--- config.mk ---
export PLATFORM = sky130hd
export DESIGN_NAME = prescaler
export DESIGN_NICKNAME = d
export VERILOG_FILES = /design/src/rtl/prescaler.sv
export SDC_FILE = /design/constraint.sdc
export NUM_CORES = 1
export LEC_CHECK = 0
export CORE_AREA = 2 2 39 41
export CTS_CLUSTER_DIAMETER = 40
export CTS_CLUSTER_SIZE = 24
export DETAILED_ROUTE_END_ITERATION = 10
export DIE_AREA = 0 0 41 43
export PLACE_DENSITY = 0.35
export SETUP_SLACK_MARGIN = 0.2
export SLEW_MARGIN = 20
export SYNTH_ARGS = -nofsm -noshare
export SYNTH_HDL_FRONTEND = slang
export SYNTH_SLANG_ARGS = --single-unit
export TNS_END_PERCENT = 30
--- constraint.sdc ---
create_clock -name CLK -period 2.51 [get_ports CLK]
set_input_delay 0.502 -clock CLK [delete_from_list [all_inputs] [get_ports CLK]]
set_output_delay 0.502 -clock CLK [all_outputs]
set_load 0.02 [all_outputs]
--- src/rtl/prescaler.sv ---
// Clock-enable prescaler: emits a one-cycle CEO pulse on every divide_factor-th qualified CE cycle.
// Optional build macro PRESCALER_CNT_OUT_EN exposes the internal counter on port CNT.
module prescaler #(
  parameter int divide_factor = 15,
  localparam int CNT_W = (divide_factor > 1) ? $clog2(divide_factor) : 1
) (
  input  logic             CLK,
  input  logic             CLR,
  input  logic             CE,
  output logic             CEO
`ifdef PRESCALER_CNT_OUT_EN
  ,
  output logic [CNT_W-1:0] CNT
`endif
);

  if (divide_factor < 1) begin : g_bad_factor
    $error("prescaler: divide_factor must be at least 1");
  end

  // Terminal value sized to the counter; divide_factor-1 always fits in CNT_W bits.
  localparam logic [CNT_W-1:0] TERM = CNT_W'(divide_factor - 1);

  logic [CNT_W-1:0] cnt_q;
  logic [CNT_W-1:0] cnt_d;
  logic             at_term;

  always_comb begin
    at_term = (cnt_q == TERM);
    cnt_d   = cnt_q;
    if (CE) begin
      cnt_d = at_term ? '0 : cnt_q + 1'b1;
    end
  end

  always_ff @(posedge CLK or negedge CLR) begin
    if (!CLR) begin
      cnt_q <= '0;
    end else begin
      cnt_q <= cnt_d;
    end
  end

  // Unregistered so cascaded stages see zero latency; CLR gates it during reset.
  assign CEO = CLR & CE & at_term;

`ifdef PRESCALER_CNT_OUT_EN
  assign CNT = cnt_q;
`endif

endmodule

==> impl_metrics.csv <==
group,metric,value,unit
worst_hold_path,min_to,"cnt_q[3]",
layout,final-seq-area,100.1,sq um
worst_hold_path,hold_depth,1,
sta,min_period,1.897,ns
critical_path,startpoint_type,"primary input",
clock_tree,clk_pin_slew,0.04,ns
synthesis,ys_types,15,
grt,grt_pass1_wl,703,um
synthesis,synth_area_per_cell,10.31,sq um
clock_tree,cts_setup_buffers,0,
critical_path,r2r_end,"cnt_q[1]",
critical_path,r2r_slack,1.49,ns
synthesis,synth_common_cells,"4 x dfrtp_1, 3 x nor2b_1, 2 x nand2b_1",
route,vias_per_cell,4.444,
clock_tree,cts-resized-gates,0,
sta,post-route-period-util,75.58,%
placement,gp_congestion,0.6289,
sta,rsz0062_at_grt,"false",
critical_path,endpoint_kind,"primary output",
sta,setup_viol,0,
clock_tree,cts_tree,"built",
route,vias,200,
layout,final_core_util,22.15,%
placement,io_buffer_count,3,
synthesis,synth_edf_count,0,
critical_path,cp_top_family,"buffers and inverters",
route,first_pass_iters,2,
synthesis,synthTopCellsByArea,"dfrtp_1 46%, nor2b_1 8.7%, nand2b_1 5.8%, mux2_1 5.2%, a311o_1 4.6%",
grt,grt_pass1_vias,170,
critical_path,max_stage_delay,0.48,ns
die,dieWidth,41,um
clock_tree,cts_root_buf,"clkbuf_4",
clock_tree,cts_hold_buf,0,
route,drc,0,
synthesis,synth_most_common_cell,"dfrtp_1",
route,wl_per_cell,9.356,um
synthesis,synth-seq-cells,4,
critical_path,rr_startpoint,"cnt_q[1]",
critical_path,crit_type,"primary input to primary output",
synthesis,yosys.area.top_type,"dfrtp_1",
die,core.rowCount,14,
die,fp.dieH,43,um
layout,drive_gt1_share,20.69,%
sta,worst_pin_slew,0.2209,ns
layout,reg.largest.list,"cnt_q: 4 flops",
power,p_leak,0.1464,nW
synthesis,synthesis.instances,21,
critical_path,cp_num_buf_inv,2,
die,fp.coreArea,1384,sq um
sta,drv_slew,0,
layout,n_antenna_cell,0,
clock_tree,cts-htree-levels,1,
layout,multi_input_area,112.6,sq um
synthesis,netlist_area,216.5,sq um
route,drt-total-wl,421,um
critical_path,timing.critical_path.required,2.01,ns
route,drt-initial-drc-count,1,
layout,largest_reg_flops,4,
worst_hold_path,hold_class,"flop to flop",
clock_tree,cts_sinks,4,
power,vdd_ir_drop_max,0.2601,mV
critical_path,slowest_stage,"clkdlybuf4s50_1",
clock_tree,clock_latency,0.23,ns
run,cap_violations,0,
die,die-area,1763,sq um
critical_path,cp_max_fo,2,
grt,grt_usage,6.566,%
status,outcome,"complete, no violations",
layout,final_nets,34,
grt,antenna_found_initial,0,
synthesis,yosysSeqAreaShare,46.24,%
grt,grt_overflow,0,
synthesis,synth_warnings,0,
critical_path,r2r_cells,2,
critical_path,cp-startpoint,"CLR",
die,pin_count,4,
synthesis,async_reset_ff_share,100.0,%
sta,slew_headroom,85.25,%
synthesis,dominantRegCellSynth,"dfrtp_1",
sta,tns,0,ns
clock_tree,cts_inserted_buffers,3,
grt,grt_max_degree,9,
layout,regMostFlops,"cnt_q",
critical_path,cp_data_arrival_time,1.39,ns
sta,hold_viol_final,0,
worst_hold_path,worstHoldStart,"cnt_q[3]",
layout,syn2layout_area_growth,41.62,%
synthesis,synthesis.nets,24,
sta,fin_skew,0.001166,ns
power,powerDensity,937.3,nW/um^2
sta,max_clock_freq,527.2,MHz
layout,fillers,153,
critical_path,cp_cell_sequence,"clkdlybuf4s50_1 > nand4b_1 > nor2_1 > dlymetal6s2s_1",
route,final_antenna_net_count,0,
synthesis,synth.top_cell.area_share,46.24,%
clock_tree,cts_buffer_depth,2,
die,initial_core_util,15.64,%
-- cell type report --
class | instances | share of cell area [%]
Clock buffer | 3 | 7.347
Multi-Input combinational cell | 16 | 36.73
Inverter | 1 | 1.224
Sequential cell | 4 | 32.65
Tap cell | 16 | 6.531
Timing Repair Buffer | 5 | 15.51
-- placed cells by master (no fill, tap or decap) --
cell             n
inv_1            1
and3_2           1
nor2_1           1
nand4b_1         1
dlymetal6s2s_1   1
nand2b_1         2
and3b_1          1
dfrtp_1          4
buf_4            2
clkbuf_4         3
o211ai_1         1
o21ai_1          1
mux2_1           1
nand2_1          1
a32o_1           1
nand3_1          1
a311o_1          1
nor2b_1          3
clkdlybuf4s50_1  2
-- kinds of logic (layout without fill, tap and decap cells) --
kind of cell | Yosys count | count (layout) | synth area share, %
AND/OR/NAND/NOR | 11 | 11 | 31.79
AO/OA/AOI/OAI | 4 | 4 | 15.03
flip-flops | 4 | 4 | 46.24
multiplexers | 1 | 1 | 5.202
buffers and inverters | 1 | 9 | 1.732
-- per-layer routing --
| layer | wire length, um | up-vias | GRT usage [%] |
|---|---|---|---|
| met5 | 0 | - | 0 |
| met4 | 26 | 0 | 10.00 |
| met3 | 32 | 4 | 2.094 |
| met2 | 167 | 5 | 7.187 |
| met1 | 194 | 97 | 7.541 |
| li1 | - | 94 | - |
-- power by group --
group	leakage, nW	switching (mW)	internal [mW]	total, mW
sequential	0.0487	0.0397	0.0932	0.133
clock	0.0138	0.0263	0.0535	0.0798
combinational	0.0839	0.0248	0.0499	0.0747
-- through the flow --
step	hold slack, ns	instance area [sq um]	total power, mW	setup slack [ns]	cells
global route	0.5781	306.5	0.3113	0.5340	45
floorplan	0.2064	216.5	0.1838	1.128	21
detailed placement	0.5518	281.5	0.2087	0.2157	42
finish	0.5638	306.5	0.2873	0.6130	45
global placement	0.5486	281.5	0.2070	0.2236	42
CTS	0.5584	304.0	0.2910	0.2167	45
-- how the worst max path moves through the flow --
stage | to | slack (ns) | depth (start not counted)
floorplan | CEO | 1.13 | 2
global placement | CEO | 0.22 | 4
detailed placement | CEO | 0.22 | 4
CTS | CEO | 0.22 | 4
global route | CEO | 0.53 | 4
finish | CEO | 0.61 | 4
No activity file was read; power rests on OpenSTA's default activity.
==> patch (config.mk and constraints unchanged) <==
Change the parameter `divide_factor` from 15 to 17.
--- a/src/rtl/prescaler.sv
+++ b/src/rtl/prescaler.sv
@@ -1,7 +1,7 @@
 // Clock-enable prescaler: emits a one-cycle CEO pulse on every divide_factor-th qualified CE cycle.
 // Optional build macro PRESCALER_CNT_OUT_EN exposes the internal counter on port CNT.
 module prescaler #(
-  parameter int divide_factor = 15,
+  parameter int divide_factor = 17,
   localparam int CNT_W = (divide_factor > 1) ? $clog2(divide_factor) : 1
 ) (
   input  logic             CLK,
Formal check against the unedited RTL: same outputs for any inputs over 10 cycles, from zero or initial values; that may be too few to reach the edited logic, so the function may still have changed.
==> patch against the original RTL <==
Power increased by 5.6%. Final cell count up 16%. Wire length grew 36%. Synthesized area up 33%. Setup slack got worse by 0.25 ns. Clock skew about the same. Combinational power is 5.9% lower. Sequential cell count grew 1. Die area did not move. Final area rose by 22%.
==> patch: results (changes against the original RTL) <==
grt_pass1_vias: 218  # +28%
grt_max_degree: 9  # unchanged
regArea_um2: 125  # +25%
first_pass_iters: 4  # +2
place_area_um2: 348  # +24%
synthesis.nets: 33  # +38%
seq_area_frac_synth: 0.435  # -0.0276
routabilityCongestion: 0.635  # +0.94%
dp_hpwl_um: 423
grt_use_total: 0.0877  # +0.0220
dp.cells: 48  # +14%
finClkSkew_ns: 0.00111  # -0.0000584 ns
status: "completed"
io_buffer_count: 3  # unchanged
ys_types: 18  # +3
post_cts_resized: 1  # +1
final_nets: 42  # +24%
max_slew_margin: 0.837  # -0.0151
vdd_drop_max_mv: 0.302  # +16%
wire_per_inst_um: 11.0  # +18%
diodes: 0  # unchanged
drt_iter0_drc: 8  # +7
insertion_delay_ns: 0.23  # about the same
pre_cts_ws_ns: 0.207  # -0.00876 ns
numCtsBuffers: 3  # unchanged
path_clk_slew_ns: 0.04  # about the same
ys_top_cells_by_area: "dfrtp_1 43%, ha_1 8.7%, nor3_2 7.0%, nand3b_1 5.2%, and4b_2 3.9%"
post-cts-setup-buffer-count: 0  # unchanged
path_max_fanout: 3  # +1
avgSynthCellArea_um2: 10.3  # -0.29%
critPathArrivalTime_ns: 1.64  # +0.25 ns
setup-violations-final: 0  # unchanged
async_flop_share: 1.00  # unchanged
cts_root_buffer: "clkbuf_4"
fillCellCount: 155  # +1.3%
cts.htree.levels: 1  # unchanged
drive_gt1_frac: 0.222  # +0.0153
p_leak_nw: 0.173  # +18%
vias_per_cell: 4.54  # +2.1%
reg.largest.list: "cnt_q x5"
grt_pass1_wl_um: 966  # +37%
min_path_type: "in2async"
cts_buffer_depth: 2  # unchanged
wl_um: 572  # +36%
ys_warn_count: 0  # unchanged
antenna_found_initial: 0  # unchanged
-- patch: cell types whose count changed after synthesis, sizes merged, moves of 2 or more --
| cell | unedited run | this run |
|---|---|---|
| ha | 0 | 2 |
| nand2b | 2 | 0 |
| nand3b | 0 | 2 |
| nor2b | 3 | 0 |
| nor3 | 0 | 2 |
-- patch: worst paths after layout --
check,start,cells after the start,end,slack [ns]
setup / recovery,cnt_q[0],5,CEO,0.36
hold / removal,CLR,2,cnt_q[3],0.56
setup reg to reg,cnt_q[0],5,cnt_q[2],1.31
hold reg to reg,cnt_q[3],1,cnt_q[3],0.56
max in group asynchronous,CLR,2,cnt_q[1],1.84
min in group CLK,cnt_q[3],1,cnt_q[3],0.56
-- patch: area by class of cell --
class	count	share of cell area
inverters	2	0.0201
flip-flops and latches	5	0.334
clock buffers	4	0.0702
repair buffers	5	0.120
well taps	16	0.0535
multi-input cells	20	0.401
-- patch: layer usage --
| layer | up-vias | global-route usage | wire length (um) |
|---|---|---|---|
| met5 | - | 0 | 0 |
| met4 | 0 | 0.0800 | 0 |
| met3 | 0 | 0.0471 | 17 |
| met2 | 3 | 0.109 | 300 |
| met1 | 116 | 0.101 | 254 |
| li1 | 117 | - | - |
-- patch: critical path: stages (launching register included) --
cell and delay [ns]:
dfrtp_1 0.39, inv_1 0.10, ha_1 0.19, and3b_1 0.20, and4b_2 0.22, clkdlybuf4s15_1 0.30
-- patch: cell families after synthesis --
kind of cell | after synthesis | share of synthesized area
AND/OR/NAND/NOR | 11 | 0.270
XOR/XNOR | 1 | 0.0304
buffers and inverters | 3 | 0.0435
adder cells (fa/ha/maj) | 2 | 0.0869
AO/OA/AOI/OAI | 5 | 0.100
flip-flops | 5 | 0.435
multiplexers | 1 | 0.0348
-- patch: where the power goes --
part           switching [W]  internal (W)
registers          0.0000378      0.000106
logic              0.0000300     0.0000403
clock network      0.0000294     0.0000599
-- patch: through the flow --
stage / hold WS, ns / power [W]
finish: 0.562 / 0.000303
global route: 0.588 / 0.000331
CTS: 0.554 / 0.000309
global placement: 0.547 / 0.000215
detailed placement: 0.540 / 0.000213
floorplan: 0.206 / 0.000190
